**config.mk**
```make
export PLATFORM = sky130hd
export DESIGN_NAME = im_loader
export DESIGN_NICKNAME = d
export VERILOG_FILES = /design/src/rtl/im_loader.sv
export SDC_FILE = /design/constraint.sdc
export NUM_CORES = 1
export LEC_CHECK = 0
export ABC_AREA = 1
export ABC_CLOCK_PERIOD_IN_PS = 3100
export CORE_ASPECT_RATIO = 1.4
export CORE_MARGIN = 2
export CORE_UTILIZATION = 55
export CTS_CLUSTER_SIZE = 25
export DETAILED_ROUTE_END_ITERATION = 8
export HOLD_SLACK_MARGIN = 0.03
export MAX_ROUTING_LAYER = met4
export PLACE_DENSITY_LB_ADDON = 0.3
export SYNTH_ARGS = -nofsm -noshare
export SYNTH_HDL_FRONTEND = slang
export SYNTH_SLANG_ARGS = --single-unit
export TNS_END_PERCENT = 20
```
**constraint.sdc**
```tcl
create_clock -name clk -period 3.1 [get_ports clk]
set_clock_uncertainty 0.05 [all_clocks]
set_input_delay 0.62 -clock clk [delete_from_list [all_inputs] [get_ports clk]]
set_output_delay 0.62 -clock clk [all_outputs]
set_load 0.02 [all_outputs]
```
**src/rtl/im_loader.sv**
```systemverilog
// Instruction-memory loader: accepts a length-prefixed little-endian byte stream, packs it into
// 32-bit words and writes them from address 0 while holding the fetch stage. Build option: IM_LOADER_CHECKSUM_EN.
module im_loader #(
  parameter int unsigned ADDR_W = 6
) (
  input  logic              clk,
  input  logic              rst,
  input  logic              start,
  input  logic              byte_valid,
  input  logic [7:0]        byte_data,
  output logic              byte_ready,
  output logic              im_we,
  output logic [ADDR_W-1:0] im_addr,
  output logic [31:0]       im_wdata,
  output logic              cpu_hold,
  output logic              busy,
  output logic              done,
  output logic              err,
  output logic [ADDR_W:0]   words_loaded
);

`ifdef IM_LOADER_CHECKSUM_EN
  typedef enum logic [2:0] {IDLE, LEN_LO, LEN_HI, DATA, WRITE, CKSUM, DONE} state_t;
  localparam state_t END_ST = CKSUM;
`else
  typedef enum logic [2:0] {IDLE, LEN_LO, LEN_HI, DATA, WRITE, DONE} state_t;
  localparam state_t END_ST = DONE;
`endif

  localparam logic [16:0] CAP = 17'(1) << ADDR_W;

  state_t              state_q, state_d;
  logic [15:0]         len_q, len_d;
  logic [23:0]         word_q, word_d;
  logic [1:0]          idx_q, idx_d;
  logic [ADDR_W:0]     wl_q, wl_d, wl_inc;
  logic                err_q, err_d;
  logic                im_we_q, im_we_d;
  logic [ADDR_W-1:0]   im_addr_q, im_addr_d;
  logic [31:0]         im_wdata_q, im_wdata_d;
  logic                byte_ready_q, byte_ready_d;
  logic                busy_q, busy_d;
  logic                done_q, done_d;
  logic                xfer;
  logic [16:0]         n_full;
`ifdef IM_LOADER_CHECKSUM_EN
  logic [7:0]          cksum_q, cksum_d;
`endif

  always_comb begin
    state_d    = state_q;
    len_d      = len_q;
    word_d     = word_q;
    idx_d      = idx_q;
    wl_d       = wl_q;
    err_d      = err_q;
    im_we_d    = 1'b0;
    im_addr_d  = im_addr_q;
    im_wdata_d = im_wdata_q;
`ifdef IM_LOADER_CHECKSUM_EN
    cksum_d    = cksum_q;
`endif
    // byte_ready_q mirrors the current state, so this is not a comb path to byte_ready
    xfer   = byte_valid && byte_ready_q;
    n_full = {1'b0, byte_data, len_q[7:0]};
    wl_inc = wl_q + (ADDR_W+1)'(1);

    case (state_q)
      IDLE, DONE: begin
        if (start) begin
          state_d = LEN_LO;
          err_d   = 1'b0;
          wl_d    = '0;
          idx_d   = '0;
`ifdef IM_LOADER_CHECKSUM_EN
          cksum_d = '0;
`endif
        end
      end
      LEN_LO: begin
        if (xfer) begin
          len_d[7:0] = byte_data;
          state_d    = LEN_HI;
        end
      end
      LEN_HI: begin
        if (xfer) begin
          len_d[15:8] = byte_data;
          if (n_full > CAP) begin
            err_d   = 1'b1;
            state_d = DONE;
          end else if (n_full == '0) begin
            state_d = END_ST;
          end else begin
            state_d = DATA;
          end
        end
      end
      DATA: begin
        if (xfer) begin
`ifdef IM_LOADER_CHECKSUM_EN
          cksum_d = cksum_q ^ byte_data;
`endif
          idx_d = idx_q + 2'd1;
          if (idx_q == 2'd3) begin
            // Lanes 0..2 live in word_q; the 4th byte goes straight into the write word
            state_d    = WRITE;
            im_we_d    = 1'b1;
            im_addr_d  = wl_q[ADDR_W-1:0];
            im_wdata_d = {byte_data, word_q};
          end else begin
            word_d[8*idx_q +: 8] = byte_data;
          end
        end
      end
      WRITE: begin
        wl_d = wl_inc;
        if (17'(wl_inc) == {1'b0, len_q}) state_d = END_ST;
        else                              state_d = DATA;
      end
`ifdef IM_LOADER_CHECKSUM_EN
      CKSUM: begin
        if (xfer) begin
          err_d   = (byte_data != cksum_q);
          state_d = DONE;
        end
      end
`endif
      default: state_d = IDLE;
    endcase

    byte_ready_d = (state_d == LEN_LO) || (state_d == LEN_HI) || (state_d == DATA)
`ifdef IM_LOADER_CHECKSUM_EN
                   || (state_d == CKSUM)
`endif
                   ;
    busy_d = (state_d != IDLE) && (state_d != DONE);
    done_d = (state_d == DONE);
  end

  always_ff @(posedge clk) begin
    if (rst) begin
      state_q      <= IDLE;
      len_q        <= '0;
      word_q       <= '0;
      idx_q        <= '0;
      wl_q         <= '0;
      err_q        <= 1'b0;
      im_we_q      <= 1'b0;
      im_addr_q    <= '0;
      im_wdata_q   <= '0;
      byte_ready_q <= 1'b0;
      busy_q       <= 1'b0;
      done_q       <= 1'b0;
`ifdef IM_LOADER_CHECKSUM_EN
      cksum_q      <= '0;
`endif
    end else begin
      state_q      <= state_d;
      len_q        <= len_d;
      word_q       <= word_d;
      idx_q        <= idx_d;
      wl_q         <= wl_d;
      err_q        <= err_d;
      im_we_q      <= im_we_d;
      im_addr_q    <= im_addr_d;
      im_wdata_q   <= im_wdata_d;
      byte_ready_q <= byte_ready_d;
      busy_q       <= busy_d;
      done_q       <= done_d;
`ifdef IM_LOADER_CHECKSUM_EN
      cksum_q      <= cksum_d;
`endif
    end
  end

  assign byte_ready   = byte_ready_q;
  assign im_we        = im_we_q;
  assign im_addr      = im_addr_q;
  assign im_wdata     = im_wdata_q;
  assign cpu_hold     = busy_q;
  assign busy         = busy_q;
  assign done         = done_q;
  assign err          = err_q;
  assign words_loaded = wl_q;

endmodule

```
---- After elaboration in Yosys (flattened, before gate mapping) ----
Index checks and enable logic that the tools add are counted.
word-level totals
  output and inout port bits .............. 51
  logic and storage cells ................. 77
  flip-flop bits (word level) ............. 95
cells by class
  equal/unequal tests ..................... 16
  $lt $le $gt $ge ......................... 1
  $add $sub $neg .......................... 3
  bitwise logic cells ..................... 3
  shift-type cells ........................ 2
  mux-type cells .......................... 20
  reduce and logical (&&, ||, !) cells .... 19
operator list
  operator                 count
  $neg 5->34               1
  $shift 8x34->24 const A  1
  $shiftx 8x34->24         1
  $bwmux 24                1
  $mux 3                   8
  $eq 7x16->1              1
  $gt 16x7->1 const B      1
  $logic_not 16->1         1
  $pmux 3 s5               1
  $pmux 7 s2               1
  $eq 3x2->1 const B       4
  $eq 3x3->1 const B       3
  $reduce_and 3->1         3
  $ne 2x2->1 const B       4
  $add 7x1->7 const B      1
  $mux 7                   1
  $eq 3x1->1 const B       2
  $reduce_and 2->1         3
  $reduce_bool 2->1        3
  $mux 1                   4
  $mux 2                   2
  $pmux 2 s2               1
  $reduce_and 4->1         1
  $logic_not 3->1          1
  other kinds (10)         14

---- Logic depth before layout (Yosys ltp) ----
Gate-level depths: netlist of the first run.
  depth in word-level cells ............... 8
  gate-level depth with buffers ........... 15
  mapped depth without buffers ............ 15

---- Least setup slack after synthesis of the first run ----
Ideal clock, no wire load.
  path type ............................... register -> register
  start point ............................. register wl_q[1] (netlist: words_loaded[1])
  end point ............................... register busy_q (netlist: busy)
  setup time .............................. 114 ps
  setup slack ............................. 1,338 ps
  arrival ................................. 1,598 ps
  buffers on the path ..................... 0
  stages on the path, launching flop included .. 15
  cells stage by stage .................... dfxtp_1 -> ha_1 -> nand2_2 -> nor2_1 -> nand2_1 -> nand3_1 -> nand2_1 -> inv_1 -> nand2_1 -> nor2_2 -> nand2_1 -> nand2_2 -> nand3_1 -> nand2_1 -> nand2_1
on the way
  longest elaborated chain between the ends .. 6
  elaborated cells on any way between the ends .. 7
RTL lines
  what                                                    line  text
  from (decl)                                             36    logic [ADDR_W:0] wl_q, wl_d, wl_inc;
  from (signal assigned)                                  163   wl_q <= wl_d;
  $add 7x1->7 (*)                                         66    wl_inc = wl_q + (ADDR_W+1)'(1);
  $eq 7x16->1 (*)                                         118   if (17'(wl_inc) == {1'b0, len_q}) state_d = END_ST;
  $mux 3 (*)                                              118
  $pmux 3 s5 (*)                                          68    case (state_q)
  $ne 3x3->1 / $reduce_bool 3->1 (equally long branches)  137   busy_d = (state_d != IDLE) && (state_d != DONE);
  $logic_and 1x1->1 (*)                                   137
  to (signal assigned)                                    169   busy_q <= busy_d;
  to (decl)                                               42    logic busy_q, busy_d;
Mark *: on every way between the ends. The rest lies on a longest branch, timed or not.
A chain may end at the register's enable or synchronous reset.

---- Worst setup path after layout of the first run ----
  start point ............................. register wl_q[1] (netlist: words_loaded[1])
  end point ............................... output words_loaded[1]
RTL lines
  what       line  text
  to (decl)  19    output logic [ADDR_W:0] words_loaded
No word-level cell between the ends.

==> results of run 1 <==
-- worst paths after layout --
| check | from | to | slack, ps | depth (start not counted) |
|---|---|---|---|---|
| max | words_loaded[1] | words_loaded[1] | 910 | 1 |
| max reg2reg | idx_q[0] | im_wdata[24] | 1110 | 8 |
| min | word_q[18] | im_wdata[18] | 410 | 2 |
| min reg2reg | word_q[18] | im_wdata[18] | 410 | 2 |
-- flip-flops by register name (all words and copies together), names as in the netlist --
name	cells
im_we	1
im_addr	6
word_q	24
done	1
err	1
state_q	3
idx_q	2
im_wdata	32
byte_ready	1
words_loaded	7
busy	1
len_q	16
-- cell type report --
class / instances / area, um2 / share of cell area
clock buffers: 12 / 155.1 / 0.03169
clock inverters: 4 / 77.57 / 0.01584
inverters: 64 / 240.2 / 0.04907
multi-input cells: 349 / 1732 / 0.3537
flip-flops and latches: 95 / 1902 / 0.3884
well taps: 95 / 118.9 / 0.02428
repair buffers: 67 / 670.6 / 0.1370
-- synthesized netlist by cell type --
| master | count |
|---|---|
| a211oi_1 | 2 |
| a211oi_2 | 3 |
| a21bo_2 | 1 |
| a21oi_1 | 80 |
| a21oi_2 | 1 |
| and2_0 | 1 |
| buf_1 | 1 |
| buf_2 | 10 |
| buf_4 | 2 |
| buf_6 | 1 |
| clkbuf_1 | 9 |
| clkbuf_2 | 1 |
| clkinv_1 | 1 |
| dfxtp_1 | 95 |
| ha_1 | 6 |
| inv_1 | 58 |
| inv_2 | 5 |
| nand2_1 | 66 |
| nand2_2 | 7 |
| nand3_1 | 17 |
| nand3_2 | 1 |
| nand3b_1 | 2 |
| nand4_1 | 4 |
| nor2_1 | 70 |
| nor2_2 | 2 |
| nor2_4 | 1 |
| nor2_8 | 1 |
| nor3_1 | 1 |
| nor3_2 | 2 |
| nor4_2 | 1 |
| o211ai_1 | 1 |
| o21ai_0 | 70 |
| o21ai_1 | 7 |
| o21ai_2 | 1 |
| or2_2 | 1 |
-- routing by layer --
layer  vias up  global-route usage  routed length [um]
met4         0              0.1260                 236
met1      1659              0.2790                4012
met5         -                   -                   0
met2        79              0.4139                4721
met3        19             0.02763                 273
li1       1838                   -                   -
-- kinds of logic (layout without fill, tap and decap cells) --
| family | after synthesis | in the layout | share of synthesized area |
|---|---|---|---|
| DFF | 95 | 95 | 0.4763 |
| and+or+nand+nor | 177 | 177 | 0.1962 |
| AOI/OAI and AO/OA | 166 | 166 | 0.2187 |
| adders and majority gates | 6 | 6 | 0.01880 |
| buffers and inverters | 88 | 147 | 0.08994 |
-- power by group through the flow --
stage	clock (mW)	sequential [mW]	combinational [mW]
floorplan	0	1.30	0.199
global placement	0	1.29	0.284
detailed placement	0	1.29	0.289
CTS	0.949	1.26	0.293
global route	0.991	1.27	0.329
finish	0.937	1.26	0.296
-- per-stage QoR --
step                      hold WS [ps]  utilization  instances  total power, mW  worst slack (ps)
after floorplan                  379.7            -        532            1.494              1338
after global placement           391.4       0.6679        670            1.575             795.7
after detailed placement         397.8       0.6679        670            1.582             713.4
after CTS                        410.3       0.7013        686            2.507             891.7
after global routing             420.5       0.7013        686            2.589             856.3
final                            407.2       0.7013        686            2.497             907.4
==> flow_summary.toml, run 1 <==
[final_layout]
antenna_cells = 0
n_fill_cell = 583
area_growth_pct = 22.63
fin_nets = 604
final_cell_area_mm2 = 0.004896
final_cell_mix = "dfxtp_1 (95), a21oi_1 (80), nor2_1 (70), o21ai_0 (70), nand2_1 (66)"
drive_above_1_share = 0.07953
layout_commonest_cell = "dfxtp_1"

[die]
initial_core_util = 0.5719
die_area_mm2 = 0.007967
core_mm2 = 0.006982
num_rows = 36
die_w_um = 76.01
io_pins = 63
die_h_um = 104.8

[worst_setup_path]
cp_max_fo = 6
crit_path_end_kind = "primary output"
required_ps = 2430
path_buf_inv = 1
start_kind = "register"
cpPeakStageDelay_ps = 670
crit_family = "buffers and inverters"
cp.arrival_ps = 1520
cpMaxStageDelayCell = "clkdlybuf4s50_1"
critPathKind = "reg -> out"
path_cells = "clkdlybuf4s50_1"

[clocking]
cts_resized = 0
cts_tree = "yes"
clkLatencyLatePin_ps = 370
clockBufferDepth = 2
clock_sinks = 95
clk_pin_slew_ps = 100
holdBufCountCts = 0
htreeDepth = 3
cts_root_buffer = "clkbuf_8"
cts_made_buffers = 9
postCtsSetupRepairBufs = 0

[pwr]
ir_worst_vdd_mv = 0.4753
p_int_mw = 1.843
seqPwrFrac = 0.506
power_frac_comb = 0.118
p_leak_nw = 1.877
switching_share = 0.2619
p_clk_frac = 0.375
p_per_area_mw_per_mm2 = 510.0
power_switching_uw = 654.0

[global_route]
grt_max_degree = 69
overflow = 0
grtUsageTotal = 0.2419
grt_pass1_wl_um = 15150
antenna_found_initial = 0
grt_pass1_vias = 3309

[drt]
drcViolationCount = 0
wl_per_cell_um = 13.48
ant_nets = 0
num_vias = 3595
drt_iter0_drc = 197
first_pass_iters = 5
viasPerCell = 5.241
wl_um = 9244

[timing]
setup_viol = 0
worst_pin_slew_ps = 443.5
period_share = 0.7073
hold_violations = 0
finalSetupTns_ps = 0
fmax_mhz = 456.1
grt_setup_unrepaired = "no"
min_period_ps = 2193
finalMaxSlewViolations = 0
slew-limit-headroom = 0.7028

[yosys]
netlist_top_cells_area = "dfxtp_1 (48%), a21oi_1 (10%), o21ai_0 (8.8%)"
synth_seq_cells = 95
synth_nets = 550
synth_top_area_share = 0.4763
ys_seq_area_frac = 0.4763
syn_inst = 532
ys_warn_count = 0
synth.avg_cell_area_um2 = 7.505
synthDistinctLibCells = 35
synth_area_leader_cell = "dfxtp_1"
netlist_area_mm2 = 0.003993

[place]
dp_hpwl_um = 6473
dpl_cell_area_mm2 = 0.004663
numPortBuffers = 62
routabilityCongestion = 0.8607

[status]
status = "finished clean"

[run]
max_cap_viol_count = 0

[worst_hold_path]
hold_path.class = "reg -> reg"
Power figures use the tool's default switching activity.
==> run 2, diff against run 1 <==
--- a/config.mk
+++ b/config.mk
@@ -6,10 +6,10 @@
 export NUM_CORES = 1
 export LEC_CHECK = 0
 export ABC_AREA = 1
-export ABC_CLOCK_PERIOD_IN_PS = 3100
+export ABC_CLOCK_PERIOD_IN_PS = 2200
 export CORE_ASPECT_RATIO = 1.4
 export CORE_MARGIN = 2
-export CORE_UTILIZATION = 55
+export CORE_UTILIZATION = 53
 export CTS_CLUSTER_SIZE = 25
 export DETAILED_ROUTE_END_ITERATION = 8
 export HOLD_SLACK_MARGIN = 0.03
==> constraint.sdc (replaced) <==
create_clock -name clk -period 2.2 [get_ports clk]
set_clock_uncertainty 0.05 [all_clocks]
set_input_delay 0.44 -clock clk [delete_from_list [all_inputs] [get_ports clk]]
set_output_delay 0.44 -clock clk [all_outputs]
set_load 0.02 [all_outputs]
==> run 2 against run 1 <==
  * Cell area increased by 1.0%
  * Via count increased by 1.9%
  * Count of clock-buffer cells in the layout increased by 2
  * Highest routed layer unchanged
  * Utilization decreased by 2.5 points
  * Non-clock buffer count increased by 9
  * Sequential power increased by 41%
  * Global-route usage decreased by 0.055 points
  * Clock power increased by 26%
  * Power increased by 36%
  * Sequential share of layout area decreased by 0.40 points
  * Combinational power increased by 49%
==> flow_summary.toml, run 2 (same netlist as run 1, synthesis figures left out) <==
[clocking]
cts_root_buffer = "clkbuf_8"
cts_made_buffers = 9
clkLatencyLatePin_ps = 370
clockBufferDepth = 2
cts_resized = 0
clk_pin_slew_ps = 90
postCtsSetupRepairBufs = 0
clock_sinks = 95
holdBufCountCts = 0
cts_tree = "yes"
htreeDepth = 3

[status]
status = "finished clean"

[drt]
drcViolationCount = 0
num_vias = 3663
wl_um = 9546
ant_nets = 0
route.met3.wl_um = 338
dr.max_layer_used = "met4"
wl_per_cell_um = 13.70
viasPerCell = 5.255
first_pass_iters = 4
drt-met1-wl_um = 3970
dr_wl_met2_um = 5009
drt_iter0_drc = 166

[final_layout]
antenna_cells = 0
final_cell_area_mm2 = 0.004947
area_growth_pct = 23.91
largest_reg_flops = 32
final_cell_mix = "dfxtp_1 (95), a21oi_1 (80), nor2_1 (70), o21ai_0 (70), nand2_1 (66)"
layout_commonest_cell = "dfxtp_1"
drive_above_1_share = 0.09000
fin_nets = 613
stdcell_count = 697

[pwr]
ir_worst_vdd_mv = 0.5932
p_leak_nw = 1.910
p_per_area_mw_per_mm2 = 688.6

[timing]
min_period_ps = 1992
slew-limit-headroom = 0.7510
hold_violations = 0
finalSetupTns_ps = 0
grt_setup_unrepaired = "no"
period_share = 0.9056
fmax_mhz = 501.9
worst_pin_slew_ps = 373.5
setup_viol = 0
finalMaxSlewViolations = 0

[die]
die_w_um = 77.36
io_pins = 63
die_area_mm2 = 0.008253
die_h_um = 106.7
initial_core_util = 0.5458
num_rows = 37
core_mm2 = 0.007315

[worst_setup_path]
cpMaxStageDelayCell = "clkdlybuf4s50_1"
crit_family = "buffers and inverters"
r2r_cells = 8
crit_path_end_kind = "primary output"
path_buf_inv = 1
cp.arrival_ps = 1500
cp_num_cells = 1
cpPeakStageDelay_ps = 660
r2r_slack_ps = 260
required_ps = 1710
cp_max_fo = 7
path_cells = "clkdlybuf4s50_1"
start_kind = "register"
critPathKind = "reg -> out"

[place]
dpl_cell_area_mm2 = 0.004746
dp_hpwl_um = 6821
routabilityCongestion = 0.8950
dp.cells = 681
numPortBuffers = 62

[global_route]
grtUsageTotal = 0.2413
grt_pass1_wl_um = 15410
overflow = 0
grt_pass1_vias = 3463
antenna_found_initial = 0
grt_max_degree = 69

[run]
max_cap_viol_count = 0

[worst_hold_path]
hold_path.class = "reg -> reg"
holdPathStages = 2
[run 2: final timing paths]
check	to	from
min	im_wdata[15]	word_q[15]
max	words_loaded[2]	words_loaded[2]
min reg2reg	im_wdata[15]	word_q[15]
max reg2reg	im_wdata[23]	idx_q[0]
[run 2: layer usage]
| metal | GRT usage | vias up |
|---|---|---|
| li1 | - | 1859 |
| met2 | 0.4298 | 75 |
| met1 | 0.2604 | 1709 |
| met5 | - | - |
| met3 | 0.03956 | 20 |
| met4 | 0.1148 | 0 |
[run 2: cell type report]
type                    count  area, um2
clock buffers              14      162.7
multi-input cells         349       1732
clock inverters             2      38.79
well taps                  97      121.4
inverters                  64      240.2
fillers                   652       2367
repair buffers             76      750.7
flip-flops and latches     95       1902
[run 2: power breakdown]
group / total, mW / internal, mW / switching [mW]
Clock: 1.18 / 0.592 / 0.590
Combinational: 0.442 / 0.158 / 0.285
Sequential: 1.78 / 1.75 / 0.0322
Total: 3.41 / 2.50 / 0.906
[run 2: through the flow]
step / setup slack [ps] / total power [mW] / hold slack (ps) / util
after floorplan: 438.1 / 2.105 / 379.7 / -
after global placement: 135.0 / 2.240 / 393.6 / 0.6488
after detailed placement: 22.55 / 2.257 / 395.2 / 0.6488
after CTS: 203.7 / 3.416 / 406.8 / 0.6764
after global routing: 107.7 / 3.528 / 420.3 / 0.6764
final: 207.8 / 3.407 / 402.6 / 0.6764
==> run 3, diff against run 2 <==
--- a/config.mk
+++ b/config.mk
@@ -5,7 +5,7 @@
 export SDC_FILE = /design/constraint.sdc
 export NUM_CORES = 1
 export LEC_CHECK = 0
-export ABC_AREA = 1
+export ABC_AREA = 0
 export ABC_CLOCK_PERIOD_IN_PS = 2200
 export CORE_ASPECT_RATIO = 1.4
 export CORE_MARGIN = 2
==> run 3 against run 2 <==
  * Power shrank 6.2%
  * Die area down 1.2%
  * Clock power rose by 8%
  * Worst hold slack worse by 30 ps
  * Count of clock-buffer cells in the layout is 3 lower
==> flow_summary.toml, run 3 <==
[status]
status = "finished clean"

[yosys]
synth_flop_cell = "dfxtp_1"
synthDistinctLibCells = 50
synth.avg_cell_area_um2 = 7.967
ys_warn_count = 0
ys_seq_area_frac = 0.4822
netlist_area_mm2 = 0.003944
synth_top_area_share = 0.4822
netlist_top_cells_area = "dfxtp_1 (48%), nand2_1 (14%), a21oi_1 (11%)"
synth_seq_cells = 95
synth_area_leader_cell = "dfxtp_1"
synthArstFlopShare = 0
synth_nets = 513
syn_inst = 495
synth_common_cells = "nand2_1 (143), dfxtp_1 (95), a21oi_1 (87), nand3_1 (30), nor2_1 (26)"
synth_edf_count = 0
synthMostInstantiatedCell = "nand2_1"

[clocking]
clockBufferDepth = 2
clk_pin_slew_ps = 80
clkLatencyLatePin_ps = 370
postCtsSetupRepairBufs = 0
cts_root_buffer = "clkbuf_8"
holdBufCountCts = 0
cts_tree = "yes"
cts_made_buffers = 9
htreeDepth = 3
clock_sinks = 95

[timing]
worst_pin_slew_ps = 584.7
min_period_ps = 2090
period_share = 0.9499
slew-limit-headroom = 0.6080
grt_setup_unrepaired = "no"
finalMaxSlewViolations = 0
setup_viol = 0
fmax_mhz = 478.5
hold_violations = 0

[worst_setup_path]
crit_path_end_kind = "register"
reg2reg_from = "len_q[0]"
critPathLaunch = "byte_data[2]"
start_kind = "input port"
setup.worst_path.end = "done"
critPathKind = "in -> reg"
r2r-end = "busy"
r2r_slack_ps = 130
required_ps = 2410
r2r_cells = 7
cp_max_fo = 3
cp.arrival_ps = 2300

[drt]
first_pass_iters = 4
num_vias = 3633
viasPerCell = 5.398
drt_iter0_drc = 173
ant_nets = 0
wl_per_cell_um = 14.49
wl_um = 9750
drcViolationCount = 0

[die]
die_h_um = 106.1
num_rows = 37
io_pins = 63
die_area_mm2 = 0.008157
die_w_um = 76.91
core_mm2 = 0.007268
initial_core_util = 0.5426

[final_layout]
fin_nets = 590
fin_util = 0.7008
final_cell_mix = "nand2_1 (143), dfxtp_1 (93), a21oi_1 (87)"
layout_commonest_cell = "nand2_1"
stdcell_count = 673
n_fill_cell = 612
area_growth_pct = 29.16
drive_above_1_share = 0.1163
largest_reg_flops = 32
antenna_cells = 0

[global_route]
grt_pass1_wl_um = 16310
grtUsageTotal = 0.2601
overflow = 0
antenna_found_initial = 0
grt_max_degree = 93
grt_pass1_vias = 3543

[place]
numPortBuffers = 62
routabilityCongestion = 0.9161
dp_hpwl_um = 6837
dp.cells = 658

[run]
max_cap_viol_count = 0

[pwr]
ir_worst_vdd_mv = 0.4560
seqPwrFrac = 0.543
power_mw = 3.195
power_switching_uw = 715.5
power_frac_comb = 0.060
switching_share = 0.2240
p_leak_nw = 1.766
p_per_area_mw_per_mm2 = 627.2
p_int_mw = 2.479
p_clk_frac = 0.397

[worst_hold_path]
hold_path.class = "in -> reg"
==> run 3: cell type report <==
class,instances,area [um2],share of cell area
inverter,6,22.52,0.004422
tap,97,121.4,0.02383
clock buffer,11,141.4,0.02776
clock inverter,4,77.57,0.01523
multi-input combinational,363,1908,0.3746
timing repair buffer,97,915.9,0.1798
sequential,95,1907,0.3744
==> run 3: timing repair <==
item,CTS,global route
gates cloned,0,0
pin swaps,0,2
gates resized for setup,2,7
endpoints found under the setup margin,1,3
==> run 3: kinds of logic (layout without fill, tap and decap cells) <==
| logic type | Yosys count | count (layout) | synth area share |
|---|---|---|---|
| buffers and inverters | 37 | 118 | 0.04537 |
| flip-flops | 95 | 95 | 0.4822 |
| adder cells (fa/ha/maj) | 6 | 6 | 0.01904 |
| XOR/XNOR | 9 | 9 | 0.02189 |
| AND/OR/NAND/NOR | 232 | 232 | 0.2586 |
| AO/OA/AOI/OAI | 108 | 108 | 0.1526 |
| multiplexers | 8 | 8 | 0.02031 |
==> run 3: metal layers <==
layer / vias to the layer above / part of all wire / wire length [um] / GRT usage
li1: 1823 / - / - / -
met1: 1703 / 0.40 / 3888 / 0.2823
met2: 89 / 0.53 / 5155 / 0.4605
met3: 18 / 0.051 / 497 / 0.04499
met4: 0 / 0.021 / 208 / 0.1208
met5: - / 0 / 0 / -
==> run 3: how the worst min path moves through the flow <==
| stage | startpoint | end | slack [ps] | depth (start not counted) |
|---|---|---|---|---|
| final | rst | byte_ready | 370 | 3 |
| after global routing | rst | byte_ready | 380 | 3 |
| after CTS | rst | byte_ready | 360 | 3 |
| after detailed placement | word_q[9] | im_wdata[9] | 390 | 2 |
| after global placement | word_q[3] | im_wdata[3] | 390 | 2 |
| after floorplan | word_q[0] | im_wdata[0] | 380 | 2 |
==> run 3: power groups by stage <==
stage	Clock, mW	Combinational (mW)	Sequential [mW]
after CTS	1.29	0.189	1.74
after floorplan	0	0.0894	1.78
after global routing	1.36	0.209	1.74
final	1.27	0.192	1.73
after detailed placement	0	0.185	1.78
after global placement	0	0.184	1.78
==> run 3: stage by stage <==
| step | setup WS [ps] | area (um2) | hold slack, ps | TNS, ps |
|---|---|---|---|---|
| CTS | 38.88 | 5057 | 362.0 | 0 |
| finish | 110.3 | 5094 | 372.5 | 0 |
| global route | 13.01 | 5094 | 378.6 | 0 |
| floorplan | 44.52 | 3945 | 382.1 | 0 |
| detailed placement | -420.7 | 4826 | 394.3 | -1564 |
| global placement | -306.1 | 4826 | 388.8 | -1112 |
==> run 3: worst max-delay path, stage by stage <==
cell and delay (ps):
clkdlybuf4s50_1 430, or4_4 560, nor4_4 220, nand3_2 140
o211ai_1 250, a22oi_2 80, and3_1 180
==> RTL edit: new RTL, config.mk and constraints of run 3 <==
Set the parameter `ADDR_W` to 8 (it was 6).
--- a/src/rtl/im_loader.sv
+++ b/src/rtl/im_loader.sv
@@ -1,7 +1,7 @@
 // Instruction-memory loader: accepts a length-prefixed little-endian byte stream, packs it into
 // 32-bit words and writes them from address 0 while holding the fetch stage. Build option: IM_LOADER_CHECKSUM_EN.
 module im_loader #(
-  parameter int unsigned ADDR_W = 6
+  parameter int unsigned ADDR_W = 8
 ) (
   input  logic              clk,
   input  logic              rst,
Ports: changed (resized im_addr and words_loaded); port bits go from 63 to 67. No check against the original RTL was run, so the function may have changed too.
==> RTL edit against run 3 <==
  * Sequential share of layout area is 0.19 points lower
  * Synthesized cell count is 5.3% higher
  * Largest cell class unchanged
  * Highest routed layer unchanged
  * Wire length is 4.6% higher
  * Area after synthesis is 9.0% higher
  * Setup slack worse by 0.021 ns
  * Cell area is 4.5% higher
  * Core utilization is 1.8 points lower
  * Total power is 2.2% higher
  * Sequential cell count is 4 higher
  * Non-clock buffer count is 2 lower
==> RTL edit: results (changes against run 3) <==
Synth
  • Top post-synthesis cells by area: dfxtp_1, nand2_1, a21oi_1, mux2i_1, nand3_1
  • Synth unique cells: 59 (+18%)
  • Mux share of post-synthesis cell area: 0.0396 (+0.0193)
  • Syn_nets: 539 (+5.1%)
  • Primary FF master, synth: dfxtp_1
  • Syn avg cell area: 8.25 sq um (+3.6%)
  • Most frequent cells after synthesis: nand2_1, dfxtp_1, a21oi_1, nor2_1, nand3_1
  • Adder-Cell Fraction of Synth Area: 0.0175 (-0.00157)
  • Post-synthesis compound-gate area fraction: 0.150 (-0.00301)
  • Seq/Total Area, Yosys: 0.461 (-0.0212)
  • Synth Area in XOR/XNOR: 0.0183 (-0.00356)

Clock network
  • Reg clk slew, reported paths: 0.08 ns (about the same)
  • Max Buffers Root-to-Sink: 2 (unchanged)
  • CTS H-tree lvls: 3 (unchanged)
  • Setup repair bufs after CTS: 0 (unchanged)

Critical path
  • Largest delay contributor family on the critical path: buffers and inverters
  • CP max stage delay: 0.69 ns (+0.13 ns)
  • CP max stage cell: clkdlybuf4s50_1
  • Max FO, Critical Path: 12 (+9)

Pwr
  • Leakage: 1.92 nW (+8.5%)
  • Maximum VDD drop: 0.000507 V (+11%)
  • Sequential power share: 0.555 (+0.012)
  • NetSw: 710 uW (-0.75%)
  • Internal power: 2.55 mW (+3.0%)
  • Comb pwr share: 0.063 (+0.003)

GRT
  • Met1 Use GR: 0.272 (-0.0106)
  • First-pass GRT wire length: 16.8 mm (+2.9%)
  • All-Layer GR Usage: 0.245 (-0.0150)
  • Met3 Usage GRT: 0.0351 (-0.00986)
  • Largest net degree at the start of global routing: 58 (-38%)
  • Vias in the first global route: 3614 (+2.0%)
  • Initial antenna violation count: 0 (unchanged)
  • M2 GR Usage: 0.426 (-0.0350)

Layout
  • Antenna Cells: 0 (unchanged)
  • Layout cells sized above 1: 0.101 (-0.0155)
  • Final cell count without fillers: 695 (+3.3%)
  • Final net count: 609 (+3.2%)
  • Fillers: 653 (+6.7%)

Placement
  • Hpwl dp: 7.13 mm (+4.3%)
  • Final GP Congestion: 0.860 (-6.1%)
  • Area after DPL: 5110 sq um (+5.8%)
  • Pre-CTS setup slack: -0.148 ns (+0.273 ns)
  • Cells after DPL: 680 (+3.3%)
  • PortBufs: 66 (+6.5%)

STA
  • Worst Tran Pin Value: 0.401 ns (-0.184 ns)

Route
  • WL met2: 5.44 mm (+5.5%)
  • Top routing layer in use: met4
  • Routed via count: 3837 (+5.6%)
  • Metal-1 WL: 4.07 mm (+4.8%)
  • Met3 WL: 381 microns (-23%)
  • First-pass DRT Iterations: 5 (+1)
  • Final wirelength: 10.2 mm (+4.6%)

Min path
  • Hold WC Path Type: primary input to register

Status
  • Status: finished, final reports clean
## RTL edit: cell types whose count changed after synthesis, moves of 5 or more
cell and change:
nor2_1 +13, mux2i_1 +9, o21ai_0 +5, a21oi_1 -10, nand2_1 -21
## RTL edit: final timing paths
path / start / endpoint / slack [ns] / cells past startpoint
setup / recovery: words_loaded[4] / words_loaded[4] / 0.09 / 1
hold / removal: rst / state_q[2] / 0.33 / 2
setup reg to reg: words_loaded[0] / busy / 0.13 / 7
hold reg to reg: word_q[18] / im_wdata[18] / 0.40 / 2
## RTL edit: timing repair
item | in CTS | in global routing
resized for setup | 0 | 2
hold endpoints to repair | 0 | 0
endpoints found under the setup margin | 0 | 2
## RTL edit: cell type report
cell class | count | area (sq um) | area share
clock inverters | 2 | 60.1 | 0.0113
multi-input cells | 377 | 2070 | 0.390
flip-flops and latches | 99 | 1980 | 0.373
repair buffers | 95 | 898 | 0.169
well taps | 100 | 125 | 0.0235
inverters | 9 | 33.8 | 0.00635
clock buffers | 13 | 149 | 0.0280
